**src/rtl/cdf_fetch.sv**
```systemverilog
// cdf_fetch: read-side front end of the CDF pipeline.
// Walks a block of 128-bit words starting at a base address, one read per word
// with a fixed read latency. Each word is unpacked into sixteen 8-bit pixels
// that stream out one per cycle under a downstream stall. The next word is
// prefetched into a second buffer so that unstalled streaming has no gaps.
//
// Build option: define CDF_FETCH_MSB_FIRST_EN to unpack the most significant
// byte first. Timing is the same in both builds.
module cdf_fetch #(
    parameter int READ_LATENCY = 1,
    parameter int ADDR_W       = 16
) (
    input  logic              clock,
    input  logic              reset,
    input  logic              StartIn,
    input  logic [ADDR_W-1:0] BaseAddress,
    input  logic [15:0]       WordCount,
    input  logic              StallIn,
    input  logic [127:0]      ReadBus,
    output logic [ADDR_W-1:0] ReadAddress,
    output logic              ReadEnable,
    output logic [7:0]        PixelOut,
    output logic              PixelValid,
    output logic [19:0]       PixelIndex,
    output logic              busy,
    output logic              done
);

    localparam logic [1:0] IDLE   = 2'd0;
    localparam logic [1:0] FETCH  = 2'd1;
    localparam logic [1:0] STREAM = 2'd2;
    localparam logic [1:0] FINISH = 2'd3;

    // Countdown value loaded when a read strobe goes out; zero marks the
    // cycle in which ReadBus carries the returned word.
    localparam logic [2:0]        LAT_LAST = 3'(READ_LATENCY - 1);
    localparam logic [ADDR_W-1:0] ADDR_ONE = {{(ADDR_W-1){1'b0}}, 1'b1};

    logic [1:0]   state_r;
    logic [127:0] cur_buf_r;
    logic [127:0] next_buf_r;
    logic         next_full_r;
    logic [3:0]   idx_r;
    logic [15:0]  req_left_r;
    logic         rd_pending_r;
    logic [2:0]   lat_cnt_r;

    logic         accept_s;
    logic         accept_last_s;
    logic         land_s;
    logic         start_job_s;
    logic         start_zero_s;
    logic         word_start_s;
    logic         issue_s;
    logic         swap_s;
    logic         load_next_s;
    logic         finish_s;
    logic [127:0] new_word_s;

    // Pick pixel i out of a 128-bit word in the configured unpack order.
    function automatic logic [7:0] sel_byte(input logic [127:0] w, input logic [3:0] i);
`ifdef CDF_FETCH_MSB_FIRST_EN
        sel_byte = w[{~i, 3'b000} +: 8];
`else
        sel_byte = w[{i, 3'b000} +: 8];
`endif
    endfunction

    // Per-cycle decode of acceptance, read return and word transitions.
    always_comb begin
        accept_s      = PixelValid & ~StallIn;
        accept_last_s = accept_s & (idx_r == 4'd15);
        land_s        = rd_pending_r & (lat_cnt_r == 3'd0);
        start_job_s   = (state_r == IDLE) & StartIn & (WordCount != 16'd0);
        start_zero_s  = (state_r == IDLE) & StartIn & (WordCount == 16'd0);
        swap_s        = (state_r == STREAM) & accept_last_s & next_full_r;
        // A return is parked in the next buffer only while the current word
        // is still being streamed; otherwise it goes straight to current.
        load_next_s   = (state_r == STREAM) & land_s & PixelValid & ~accept_last_s;
        finish_s      = (state_r == STREAM) & accept_last_s & ~next_full_r & ~rd_pending_r;
        case (state_r)
            FETCH:   word_start_s = land_s;
            STREAM:  word_start_s = (accept_last_s & (next_full_r | land_s)) |
                                    (~PixelValid & land_s);
            default: word_start_s = 1'b0;
        endcase
        issue_s = word_start_s & (req_left_r != 16'd0);
        if (swap_s) begin
            new_word_s = next_buf_r;
        end else begin
            new_word_s = ReadBus;
        end
    end

    // Track the single outstanding read and count down its latency.
    always_ff @(posedge clock or posedge reset) begin
        if (reset) begin
            rd_pending_r <= 1'b0;
            lat_cnt_r    <= 3'd0;
        end else if (ReadEnable) begin
            rd_pending_r <= 1'b1;
            lat_cnt_r    <= LAT_LAST;
        end else if (land_s) begin
            rd_pending_r <= 1'b0;
            lat_cnt_r    <= 3'd0;
        end else if (rd_pending_r) begin
            lat_cnt_r <= lat_cnt_r - 3'd1;
        end
    end

    // Issue the first read on job start and one prefetch per new word.
    always_ff @(posedge clock or posedge reset) begin
        if (reset) begin
            ReadEnable  <= 1'b0;
            ReadAddress <= '0;
            req_left_r  <= 16'd0;
        end else begin
            ReadEnable <= 1'b0;
            if (start_job_s) begin
                ReadEnable  <= 1'b1;
                ReadAddress <= BaseAddress;
                req_left_r  <= WordCount - 16'd1;
            end else if (issue_s) begin
                ReadEnable  <= 1'b1;
                ReadAddress <= ReadAddress + ADDR_ONE;
                req_left_r  <= req_left_r - 16'd1;
            end
        end
    end

    // Job-level state machine with busy and the one-cycle done pulse.
    always_ff @(posedge clock or posedge reset) begin
        if (reset) begin
            state_r <= IDLE;
            busy    <= 1'b0;
            done    <= 1'b0;
        end else begin
            done <= 1'b0;
            case (state_r)
                IDLE: begin
                    if (start_zero_s) begin
                        state_r <= FINISH;
                        done    <= 1'b1;
                    end else if (start_job_s) begin
                        state_r <= FETCH;
                        busy    <= 1'b1;
                    end
                end
                FETCH: begin
                    if (land_s) begin
                        state_r <= STREAM;
                    end
                end
                STREAM: begin
                    if (finish_s) begin
                        state_r <= FINISH;
                        busy    <= 1'b0;
                        done    <= 1'b1;
                    end
                end
                FINISH: begin
                    state_r <= IDLE;
                    busy    <= 1'b0;
                end
                default: begin
                    state_r <= IDLE;
                    busy    <= 1'b0;
                end
            endcase
        end
    end

    // Prefetch buffer: filled by an early return, drained at a word boundary.
    always_ff @(posedge clock or posedge reset) begin
        if (reset) begin
            next_buf_r  <= 128'd0;
            next_full_r <= 1'b0;
        end else if (start_job_s) begin
            next_full_r <= 1'b0;
        end else if (load_next_s) begin
            next_buf_r  <= ReadBus;
            next_full_r <= 1'b1;
        end else if (swap_s) begin
            next_full_r <= 1'b0;
        end
    end

    // Job-wide pixel ordinal, advancing once per accepted pixel.
    always_ff @(posedge clock or posedge reset) begin
        if (reset) begin
            PixelIndex <= 20'd0;
        end else if (start_job_s) begin
            PixelIndex <= 20'd0;
        end else if (accept_s) begin
            PixelIndex <= PixelIndex + 20'd1;
        end
    end

    // Current word, byte pointer and the registered pixel output.
    always_ff @(posedge clock or posedge reset) begin
        if (reset) begin
            cur_buf_r  <= 128'd0;
            idx_r      <= 4'd0;
            PixelOut   <= 8'd0;
            PixelValid <= 1'b0;
        end else if (start_job_s) begin
            idx_r      <= 4'd0;
            PixelValid <= 1'b0;
        end else if (word_start_s) begin
            cur_buf_r  <= new_word_s;
            idx_r      <= 4'd0;
            PixelOut   <= sel_byte(new_word_s, 4'd0);
            PixelValid <= 1'b1;
        end else if (accept_s && (idx_r != 4'd15)) begin
            idx_r    <= idx_r + 4'd1;
            PixelOut <= sel_byte(cur_buf_r, idx_r + 4'd1);
        end else if (accept_last_s) begin
            // Last byte taken with no data ready: bubble until the read
            // lands, or the job ends here.
            PixelValid <= 1'b0;
        end
    end

endmodule
```
**config.mk**
```make
export PLATFORM = sky130hd
export DESIGN_NAME = cdf_fetch
export DESIGN_NICKNAME = d
export VERILOG_FILES = /design/src/rtl/cdf_fetch.sv
export SDC_FILE = /design/constraint.sdc
export NUM_CORES = 1
export LEC_CHECK = 0
export CORE_MARGIN = 2
export CORE_UTILIZATION = 50
export CTS_CLUSTER_SIZE = 25
export DETAILED_ROUTE_END_ITERATION = 10
export PLACE_DENSITY = 0.77
export SLEW_MARGIN = 20
export SYNTH_ARGS = -nofsm -noshare
export SYNTH_HDL_FRONTEND = slang
export SYNTH_SLANG_ARGS = --single-unit
```
**constraint.sdc**
```tcl
create_clock -name clock -period 11.05 [get_ports clock]
set_input_delay 2.7625 -clock clock [delete_from_list [all_inputs] [get_ports clock]]
set_output_delay 2.7625 -clock clock [all_outputs]
set_load 0.05 [all_outputs]
```
# Word-level counts from Yosys, hierarchy flattened
# Cells that the tools add are included.
dict set report word_totals {
  ff_bits 331
  input_bits 164
  word_cells 117
}
dict set report classes {
  n_addsub 6
  eq_ne 11
  shifts 1
  muxes 39
  bitwise_logic 24
  n_reduce_logical 21
}
# cell count
set op_table {}
lappend op_table {{two-way mux 128 bit} 1}
lappend op_table {{variable part select 128 x 8 -> 8 bit} 1}
lappend op_table {{two-way mux 16 bit} 4}
lappend op_table {{two-way mux 20 bit} 2}
lappend op_table {{nonzero test 16 bit} 2}
lappend op_table {{subtractor 16 x 1 -> 16 bit (second input constant)} 2}
lappend op_table {{adder 20 x 1 -> 20 bit (second input constant)} 1}
lappend op_table {{adder 16 x 1 -> 16 bit (second input constant)} 1}
lappend op_table {{bitwise AND 1 bit} 16}
lappend op_table {{zero test 16 bit} 1}
lappend op_table {{two-way mux 1 bit} 16}
lappend op_table {{two-way mux 8 bit} 2}
lappend op_table {{nonzero test 3 bit} 5}
lappend op_table {{two-way mux 4 bit} 3}
lappend op_table {{two-way mux 3 bit} 3}
lappend op_table {{two-way mux 2 bit} 4}
lappend op_table {{!= test 2 bit (second input constant)} 4}
lappend op_table {{case mux 2 bit (4 select lines)} 1}
lappend op_table {{AND reduction 2 bit} 4}
lappend op_table {{nonzero test 2 bit} 4}
lappend op_table {{!= test 3 bit (second input constant)} 2}
lappend op_table {{NOT 1 bit} 6}
lappend op_table {{adder 4 x 1 -> 4 bit (second input constant)} 1}
lappend op_table {{equality test 2 bit (second input constant)} 2}
lappend op_table {{other kinds (12)} 14}

# Longest topological paths before layout
# Gate-level depths: netlist of run 1.
dict set report logic_depth {
  ltp_word 9
  mapped_depth 14
}

# Worst setup path after synthesis of run 1
# No wires, ideal clock.
dict set report synth_timing {
  path_kind {input port to flip-flop}
  startpoint {in WordCount[5]}
  endpoint {reg req_left_r[12]}
  setup_time_ns 0.126
  arrival_ns 5.577
  required_ns 10.924
  slack_ns 5.347
  path_stages 12
  n_path_buf 2
  cell_sequence {or3_1 > or4_4 > o21ai_4 > buf_2 > buf_2 > mux2i_1 > ha_1 > o21a_1 > o21ai_1 > nor4_1 > xnor2_1 > mux2i_1}
}
dict set report synth_via {
  elab_chain_len 3
}
# item line_no
set synth_lines {}
lappend synth_lines {{start, declared} 17} ;# input logic [15:0] WordCount,
lappend synth_lines {{parallel branches: the longest is 3 deep, another holds subtractor 16 x 1 -> 16 bit} -}
lappend synth_lines {{end signal, assigned} 122} ;# req_left_r <= WordCount - 16'd1;
lappend synth_lines {{end signal, assigned} 126} ;# req_left_r <= req_left_r - 16'd1;
lappend synth_lines {{end, declared} 44} ;# logic [15:0] req_left_r;
# Parallel ways; which one is timed is not known.
# A chain may end at the register's enable or synchronous reset.

# Final worst setup path of run 1
dict set report layout_timing {
  startpoint {in StallIn}
  endpoint {reg PixelOut[1]}
}
dict set report layout_via {
  elab_chain_len 8
}
# item line_no
set layout_lines {}
lappend layout_lines {{start, declared} 18} ;# input logic StallIn,
lappend layout_lines {{NOT 1 bit *} 71} ;# accept_s = PixelValid & ~StallIn;
lappend layout_lines {{bitwise AND 1 bit *} 71}
lappend layout_lines {{bitwise AND 1 bit} 72} ;# accept_last_s = accept_s & (idx_r == 4'd15);
lappend layout_lines {{bitwise AND 1 bit} 83} ;# STREAM: word_start_s = (accept_last_s & (next_full_r | land_s)) |
lappend layout_lines {{OR 1 bit} 83}
lappend layout_lines {{case mux 1 bit (2 select lines)} 81} ;# case (state_r)
lappend layout_lines {{nonzero test 2 bit (no line)} -}
lappend layout_lines {{AND reduction 2 bit (no line)} -}
lappend layout_lines {{end signal, assigned} 212} ;# PixelOut <= sel_byte(new_word_s, 4'd0);
lappend layout_lines {{end signal, assigned} 216} ;# PixelOut <= sel_byte(cur_buf_r, idx_r + 4'd1);
lappend layout_lines {{end, declared} 22} ;# output logic [7:0] PixelOut,
# Mark *: on every way between the ends. The rest lies on a longest branch, timed or not.

==> summary.md, run 1 <==
| Metric | Value |
|---|---|
| Power Density | 243.5 nW/um2 |
| Power, Total | 4.744 mW |
| Total GRT Usage | 0.2330 |
| EDFF count, synth | 0 |
| Hold Vio Cnt, Final | 0 |
| Layout cell share with drive strength beyond 1 | 0.1674 |
| Clk_lat worst skew | 0.51 ns |
| Clk Tree Root Cell | clkbuf_16 |
| CP Class | input port to register |
| Xor and xnor area share after synthesis | 0.02825 |
| Post-Synth Simple-Gate Area | 0.09566 |
| Core footprint | 31310 um2 |
| Setup crit end kind | register |
| Hold buffers post-CTS | 0 |
| CTS tree | built |
| Final ANT Viol Nets | 0 |
| CTS sink cnt | 331 |
| #FFs+latches synth | 331 |
| Worst slew pin tran | 1.081 ns |
| Gpl congestion | 0.9101 |
| FP Rows | 65 |
| Die height | 181.8 um |
| Vias per std cell | 5.655 |
| Syn Inst Count | 1372 |
| Seq/Total Area, Yosys | 0.5238 |
| Area growth, synth to finish | 23.22% |
| Cell internal pwr | 3.104 mW |
| Arrival time at the worst endpoint | 6.49 ns |
| Clk pwr share | 0.262 |
| Sw Ratio | 0.3457 |
| Num ports | 212 |
| Total number of vias | 11190 |
| Post-CTS setup buffers | 0 |
| DR WL/cell | 19.13 um |
| Leak | 8.226 nW |
| Synth Area per Inst | 11.53 um2 |
| CP required | 11.40 ns |
| Switch Pwr | 1.640 mW |
| Unrepaired setup endpoints after global routing | false |
| Post-layout net count | 1727 |
| Status | complete, no violations |
| Total global routing overflow | 0 |
| Asr flop ratio synth | 1.000 |
| Die area | 33060 um2 |
| Fillers | 2451 |
| Final max-slew violation count | 0 |
| Initial core utilization | 0.5050 |
| Maximum capacitance violations | 0 |
| Net count after synthesis | 1548 |
| First-pass GRT wire length | 61270 um |
| # resized after CTS | 0 |
| Number of I/O port buffers | 211 |
| Combinational share of power | 0.328 |
| Critical path peak fanout | 53 |
| Setup TNS | 0 ns |
| Max Clock Skew | 0.01513 ns |
| DRC | 0 |
| Max_slew headroom | 0.2796 |
| Synthesized cell area | 15810 um2 |
| Post-synthesis mux area share | 0.2390 |
| Largest net degree at the start of global routing | 180 |
| Final setup violation count | 0 |
| Synth cell types | 50 |
| Power share of the sequential group | 0.410 |
| Final Cycle Share | 0.5557 |
| Util after Layout | 0.6223 |
| Routed Wire Length | 37860 um |
| Fmax | 162.9 MHz |
| ANT cells | 0 |
| Synth warn | 0 |
| TritonRoute pass-1 iters | 5 |
| Chip Width | 181.8 um |
| Drt first-iter violations | 688 |
| Compound-Gate Fraction of Synth Area | 0.07928 |
| Dpl hpwl | 25780 um |
| Num CTS Buffers | 36 |
| Vias in the first global route | 11350 |
| H-tree Lvls | 2 |
| Type of origin of the critical path | input port |
| Largest family of logic cells by synthesized area | multiplexers |
| Clk slew on worst S/H paths | 0.06 ns |
| Minimum clock period after layout | 6.140 ns |
| Hold WC Path Type | register to register |
| Ys flop type | dfrtp_1 |
| Adder-Cell Fraction of Synth Area | 0.009495 |
| Clock Tree Buf Depth | 3 |
| Peak VDD IR | 199.5 uV |
| Antenna violations before repair | 0 |
cells in the final DEF, fill, tap and decap left out, types with 3 or more instances in the layout:
cell type,count
dfrtp_1,330
clkdlybuf4s50_1,211
nand2_1,175
mux2i_1,139
mux2_2,132
o21ai_0,105
nor2_1,78
o21ai_1,49
a21oi_1,40
mux4_2,40
clkbuf_16,37
xnor2_1,28
xor2_1,23
nand3_1,17
nor3_1,14
nand4_1,14
inv_1,11
ha_1,11
or3_1,10
buf_4,10
nor4_1,9
clkinv_2,9
and3_1,8
clkbuf_8,5
nand2b_1,4
a211oi_1,4
clkinvlp_4,4
bufinv_16,4
and2_1,3
a31oi_1,3
clkbuf_1,3
critical path, cell delays in order:
cell,delay (ns)
clkdlybuf4s50_1,0.42
nor2b_1,0.13
buf_4,0.21
and4_4,0.61
buf_4,0.76
buf_4,0.82
mux2i_1,0.33
nor2_1,0.06
a21oi_1,0.13
a21oi_1,0.10
synthesized netlist by cell type (2+ instances only):
library cell  number  area (um2)
ha_1              12       150.1
o31a_1             2       17.52
mux2_2           132        1486
o21a_1             2       15.01
o2bb2ai_1          2       17.52
a211oi_1           4       30.03
nor2b_1            2       12.51
nand2b_1           4       25.02
a21oi_1           42       210.2
o22a_1             2       17.52
a31o_2             2       17.52
a31oi_1            3       18.77
o31ai_1            2       15.01
and4_1             2       17.52
buf_1             10       37.54
inv_1             12       45.04
xor2_1            23       201.4
or4_4              2       22.52
nor4_1             9       56.30
o21ai_1           49       245.2
or3_1             10       62.56
o21ai_0          105       525.5
nor2_1            78       292.8
nand4_1           14       87.58
dfrtp_1          331        8283
nor3_1            15       75.07
mux2i_1          139        1391
buf_2             25       125.1
nand2_1          176       660.6
mux4_2            40       900.9
o221ai_1           2       17.52
a221o_1            2       20.02
xnor2_1           28       245.2
clkbuf_1          48       180.2
and2_1             3       18.77
and3_1             8       50.05
nand3_1           17       85.08
worst paths after layout:
path	from	to	slack, ns	cells after the start
worst min register to register	cur_buf_r[117]$_DFFE_PP0P_	cur_buf_r[117]$_DFFE_PP0P_	0.48	2
max in group asynchronous	reset	idx_r[0]$_DFFE_PP0P_	6.83	4
min in group asynchronous	reset	next_buf_r[121]$_DFFE_PP0P_	2.85	3
worst min-delay path	cur_buf_r[117]$_DFFE_PP0P_	cur_buf_r[117]$_DFFE_PP0P_	0.48	2
worst max-delay path	StallIn	PixelOut[1]$_DFFE_PP0P_	4.91	10
worst max register to register	idx_r[0]$_DFFE_PP0P_	PixelOut[1]$_DFFE_PP0P_	6.26	9
kinds of logic (layout without fill, tap and decap cells):
logic type / after synthesis / count (layout)
AND/OR/NAND/NOR: 344 / 344
multiplexers: 311 / 311
XOR/XNOR: 51 / 51
buffers and inverters: 95 / 300
adder cells (fa/ha/maj): 12 / 12
flip-flops: 331 / 331
AO/OA/AOI/OAI: 228 / 228
cell type report:
type                            instances  area [um2]  share of cell area
Sequential cell                       331        8284              0.4252
Multi-Input combinational cell        946        7188              0.3689
Clock buffer                           45        1006             0.05163
Tap cell                              402       503.0             0.02581
Clock inverter                         19       216.5             0.01111
Inverter                               12       48.80            0.002504
Timing Repair Buffer                  224        2238              0.1149
layer usage:
metal | wire [um] | vias up | GRT usage
met5 | 0 | - | 0
met4 | 698 | 0 | 0.05203
met3 | 2123 | 53 | 0.03510
met1 | 17040 | 5599 | 0.3333
met2 | 18000 | 299 | 0.3796
li1 | - | 5240 | -
per-stage QoR:
step / area (um2) / hold WS [ns] / std cells / setup WS (ns)
2_1_floorplan: 15820 / 0.4446 / 1372 / 3.867
4_1_cts: 19470 / 0.4844 / 1979 / 4.883
3_5_place_dp: 18250 / 0.4701 / 1915 / 4.383
3_3_place_gp: 18250 / 0.4588 / 1915 / 4.502
5_1_grt: 19480 / 0.5060 / 1979 / 4.697
6_report: 19480 / 0.4779 / 1979 / 4.910
registers in the layout, summed over array words and instances, names as in the netlist, 2 cells and up:
| register | cells |
|---|---|
| cur_buf_r | 128 |
| ReadAddress | 16 |
| state_r | 2 |
| req_left_r | 16 |
| PixelOut | 8 |
| lat_cnt_r | 3 |
| PixelIndex | 20 |
| next_buf_r | 128 |
| idx_r | 4 |
power by group through the flow:
stage / registers (mW) / logic, mW / clock network (mW)
floorplan: 2.02 / 0.967 / 0
global placement: 1.94 / 1.52 / 0
detailed placement: 1.96 / 1.57 / 0
CTS: 1.94 / 1.58 / 1.26
global route: 2.00 / 1.71 / 1.31
finish: 1.95 / 1.56 / 1.24
No activity file was read; power rests on OpenSTA's default activity.
==> inputs of run 2 (changes only) <==
==> constraint.sdc (replaced) <==
create_clock -name clock -period 4.97 [get_ports clock]
set_input_delay 1.2425 -clock clock [delete_from_list [all_inputs] [get_ports clock]]
set_output_delay 1.2425 -clock clock [all_outputs]
set_load 0.05 [all_outputs]
==> summary.md, run 2 (synthesis results as in run 1) <==
| Metric | Value |
|---|---|
| Type of origin of the critical path | input port |
| Setup crit end kind | register |
| DRC | 0 |
| Worst slack, placed | 0.4770 ns |
| Clk slew on worst S/H paths | 0.06 ns |
| Critical Path Source | WordCount[4] |
| CP Class | input port to register |
| Hold Startpoint | cur_buf_r[96]$_DFFE_PP0P_ |
| Drt first-iter violations | 755 |
| Arrival time at the worst endpoint | 4.40 ns |
| Dpl cells | 1929 |
| Power Density | 538.8 nW/um2 |
| Clock Tree Buf Depth | 3 |
| Worst hold path stage count | 2 |
| Largest net degree at the start of global routing | 257 |
| CTS tree | built |
| Hold Vio Cnt, Final | 0 |
| Worst reg-to-reg path cell count | 6 |
| DR WL/cell | 18.90 um |
| Core footprint | 31310 um2 |
| Chip Width | 181.8 um |
| Status | complete, no violations |
| Gpl congestion | 0.8658 |
| Total GRT Usage | 0.2333 |
| R2r endpoint | req_left_r[0]$_DFFE_PP0P_ |
| Largest registers | cur_buf_r: 128 flops, next_buf_r: 128 flops, PixelIndex: 20 flops |
| Die height | 181.8 um |
| Reg2reg start | req_left_r[4]$_DFFE_PP0P_ |
| Final max-slew violation count | 0 |
| FP Rows | 65 |
| Number of I/O port buffers | 211 |
| Worst hold slack | 0.4746 ns |
| Vias in the first global route | 11110 |
| CP required | 5.36 ns |
| Leak | 8.315 nW |
| Post-layout net count | 1742 |
| Worst Hold End | cur_buf_r[96]$_DFFE_PP0P_ |
| TritonRoute pass-1 iters | 6 |
| Layout cell share with drive strength beyond 1 | 0.1712 |
| Area growth, synth to finish | 24.26% |
| Dpl hpwl | 26150 um |
| Final ANT Viol Nets | 0 |
| Peak VDD IR | 272.4 uV |
| Worst slew pin tran | 1.189 ns |
| PnR worst setup slack | 0.9570 ns |
| Hold buffers post-CTS | 0 |
| Antenna violations before repair | 4 |
| CTS sink cnt | 331 |
| Initial core utilization | 0.5050 |
| Num CTS Buffers | 37 |
| Total number of vias | 11250 |
| Max_slew headroom | 0.2071 |
| Critical path peak fanout | 5 |
| Num ports | 212 |
| Post-CTS setup buffers | 0 |
| Final Non-Filler Cells | 1998 |
| Hold WC Path Type | register to register |
| Final Cycle Share | 0.8074 |
| Commonest non-fill, non-tap cell in the layout | dfrtp_1 |
| Final setup violation count | 0 |
| First-pass GRT wire length | 61020 um |
| Die area | 33060 um2 |
| Total global routing overflow | 0 |
| Vias per std cell | 5.630 |
| Most frequent cells in the layout | dfrtp_1, clkdlybuf4s50_1, nand2_1, mux2i_1, mux2_2 |
| Max Clock Skew | 0.01425 ns |
| Minimum clock period after layout | 4.013 ns |
| Clk_lat worst skew | 0.52 ns |
| Internal reg-to-reg setup slack | 1.92 ns |
| Clk Tree Root Cell | clkbuf_16 |
| Fmax | 249.2 MHz |
| Maximum capacitance violations | 0 |
| # resized after CTS | 0 |
| H-tree Lvls | 2 |
| Unrepaired setup endpoints after global routing | false |
| Routed Wire Length | 37770 um |
[run 2: report_power, final]
part,switching (mW),internal [mW]
registers,0.612,3.65
logic,1.93,1.63
clock network,1.11,1.66
total,3.65,6.94
[run 2: routing by layer]
layer | wire (um) | global-route usage
met5 | 36 | 0
met4 | 756 | 0.05886
met3 | 2370 | 0.05315
met2 | 18040 | 0.3766
met1 | 16570 | 0.3220
[run 2: how the worst max path moves through the flow]
| stage | cells past startpoint | to | slack, ns |
|---|---|---|---|
| after global routing | 11 | req_left_r[12]$_DFFE_PP0P_ | 0.80 |
| after global placement | 11 | req_left_r[12]$_DFFE_PP0P_ | 0.51 |
| after detailed placement | 11 | req_left_r[12]$_DFFE_PP0P_ | 0.48 |
| after floorplan | 1 | PixelIndex[0]$_DFFE_PP0P_ | -0.69 |
| after CTS | 11 | req_left_r[12]$_DFFE_PP0P_ | 1.02 |
| final | 11 | req_left_r[12]$_DFFE_PP0P_ | 0.96 |
[run 2: critical path, cell delays in order]
cell and delay, ns:
clkdlybuf4s50_1 0.50, or3_1 0.49, or4_4 0.58, o21ai_4 0.19, mux2i_1 0.24, ha_1 0.22
o21a_1 0.20, o21ai_1 0.16, nor4_1 0.32, xnor2_1 0.16, mux2i_1 0.08
[run 2: stage by stage]
stage          setup TNS [ns]  instance area (um2)  power, mW  utilization
2_1_floorplan         -229.43                15820      6.644            -
3_3_place_gp                0                18400      7.741       0.5877
3_5_place_dp                0                18400      7.873       0.5877
4_1_cts                     0                19650      10.68       0.6275
5_1_grt                     0                19650      11.21       0.6275
6_report                    0                19650      10.59       0.6275
[run 2: area by class of cell]
| type | count | area (um2) |
|---|---|---|
| multi-input cells | 946 | 7176 |
| inverters | 12 | 48.80 |
| clock buffers | 58 | 1116 |
| flip-flops and latches | 331 | 8284 |
| fillers | 2402 | 11660 |
| clock inverters | 10 | 128.9 |
| diodes | 1 | 2.502 |
| well taps | 402 | 503.0 |
| repair buffers | 238 | 2390 |
==> inputs of run 3 (changes only) <==
==> constraint.sdc (replaced) <==
create_clock -name clock -period 3.3 [get_ports clock]
set_input_delay 0.825 -clock clock [delete_from_list [all_inputs] [get_ports clock]]
set_output_delay 0.825 -clock clock [all_outputs]
set_load 0.05 [all_outputs]
==> summary.md, run 3 (synthesis results as in run 1) <==
| Metric | Value |
|---|---|
| Clk Tree Root Cell | clkbuf_16 |
| Worst Hold End | cur_buf_r[102]$_DFFE_PP0P_ |
| Status | complete, no violations |
| CTS sink cnt | 331 |
| Power, Total | 16.47 mW |
| Worst hold slack | 0.4769 ns |
| Worst slack, placed | -0.5912 ns |
| Internal reg-to-reg setup slack | 0.57 ns |
| Hold Vio Cnt, Final | 0 |
| Total number of vias | 11470 |
| Arrival time at the worst endpoint | 3.59 ns |
| Die height | 181.8 um |
| CTS tree | built |
| Clk slew on worst S/H paths | 0.06 ns |
| Final setup violation count | 0 |
| Sw Ratio | 0.3406 |
| TritonRoute pass-1 iters | 5 |
| FP Rows | 65 |
| Layout cell share with drive strength beyond 1 | 0.2137 |
| Hold Startpoint | cur_buf_r[102]$_DFFE_PP0P_ |
| Core footprint | 31310 um2 |
| Final Non-Filler Cells | 2063 |
| Die area | 33060 um2 |
| Hold WC Path Type | register to register |
| Power Density | 806.5 nW/um2 |
| Clk pwr share | 0.269 |
| Fmax | 312.9 MHz |
| Setup TNS | 0 ns |
| Critical Path Source | WordCount[7] |
| Area growth, synth to finish | 29.10% |
| Combinational share of power | 0.340 |
| CP required | 3.69 ns |
| Worst reg-to-reg path cell count | 9 |
| Clk_lat worst skew | 0.52 ns |
| Vias per std cell | 5.561 |
| Gpl congestion | 0.8706 |
| ANT cells | 0 |
| Number of I/O port buffers | 211 |
| Hold buffers post-CTS | 0 |
| Dpl hpwl | 27620 um |
| Largest registers | cur_buf_r: 128 flops, next_buf_r: 128 flops, PixelIndex: 20 flops |
| Post-layout net count | 1807 |
| Leak | 8.775 nW |
| Minimum clock period after layout | 3.196 ns |
| Largest net degree at the start of global routing | 96 |
| CP Class | input port to register |
| Antenna violations before repair | 4 |
| H-tree Lvls | 2 |
| Reg2reg start | state_r[0]$_DFFE_PP0P_ |
| DR WL/cell | 18.86 um |
| Dpl cells | 1987 |
| Commonest non-fill, non-tap cell in the layout | dfrtp_1 |
| Chip Width | 181.8 um |
| Power share of the sequential group | 0.391 |
| Drt first-iter violations | 696 |
| PnR worst setup slack | 0.1038 ns |
| Final max-slew violation count | 0 |
| Routed Wire Length | 38900 um |
| Worst hold path stage count | 2 |
| Total global routing overflow | 0 |
| Num CTS Buffers | 38 |
| Fin area | 20410 um2 |
| DP Area | 19000 um2 |
| Num ports | 212 |
| Max Clock Skew | 0.01788 ns |
| Final ANT Viol Nets | 0 |
| Switch Pwr | 5.608 mW |
| Type of origin of the critical path | input port |
| Total GRT Usage | 0.2392 |
| Most frequent cells in the layout | dfrtp_1, clkdlybuf4s50_1, nand2_1, mux2i_1, mux2_2 |
| R2r endpoint | req_left_r[0]$_DFFE_PP0P_ |
| Cell internal pwr | 10.86 mW |
| Util after Layout | 0.6520 |
| Critical path peak fanout | 4 |
| Maximum capacitance violations | 0 |
| Final Cycle Share | 0.9685 |
| First-pass GRT wire length | 62760 um |
| Clock Tree Buf Depth | 3 |
| Vias in the first global route | 11620 |
| DRC | 0 |
| Initial core utilization | 0.5050 |
| Peak VDD IR | 454.5 uV |
| Worst slew pin tran | 0.6321 ns |
| Setup crit end kind | register |
| Max_slew headroom | 0.5773 |
## run 3: critical path, cell delays in order
cell and delay [ns]:
clkbuf_2 0.09, or4_4 0.53, or4_4 0.55, o21ai_4 0.22, mux2i_1 0.27, ha_2 0.22
o21a_1 0.19, buf_6 0.12, o21ai_4 0.07, buf_4 0.16, nor2_1 0.11, xnor2_1 0.14
a21oi_1 0.09
## run 3: power groups by stage
stage | combinational [mW] | sequential (mW) | clock (mW)
after floorplan | 3.27 | 6.77 | 0
after global placement | 5.43 | 6.40 | 0
after detailed placement | 5.57 | 6.46 | 0
after CTS | 5.62 | 6.42 | 4.51
after global routing | 6.08 | 6.61 | 4.71
final | 5.59 | 6.44 | 4.43
## run 3: how the worst max path moves through the flow
| stage | slack, ns | cells past startpoint | end |
|---|---|---|---|
| floorplan | -1.95 | 1 | PixelIndex[0]$_DFFE_PP0P_ |
| global placement | -0.55 | 11 | req_left_r[10]$_DFFE_PP0P_ |
| detailed placement | -0.59 | 11 | req_left_r[10]$_DFFE_PP0P_ |
| CTS | 0.009 | 12 | req_left_r[12]$_DFFE_PP0P_ |
| global route | -0.01 | 12 | req_left_r[12]$_DFFE_PP0P_ |
| finish | 0.10 | 13 | req_left_r[8]$_DFFE_PP0P_ |
## run 3: timing repair
action / 4_1_cts / 5_1_grt
buffers inserted: 3 / 3
pin swaps: 6 / 10
setup endpoints to repair: 3 / 3
gates resized for setup: 6 / 16
## run 3: per-layer routing
metal	GRT usage	routed length, um	up-vias
met5	0	30	-
met3	0.05275	2514	60
li1	-	-	5406
met4	0.05854	761	4
met2	0.3931	18480	331
met1	0.3257	17110	5672
## run 3: cell type report
class | instances | area (um2)
Clock buffer | 53 | 1099
Clock inverter | 17 | 237.7
Fill cell | 2351 | 10900
Inverter | 12 | 48.80
Multi-Input combinational cell | 946 | 7256
Sequential cell | 331 | 8284
Tap cell | 402 | 503.0
Timing Repair Buffer | 302 | 2987
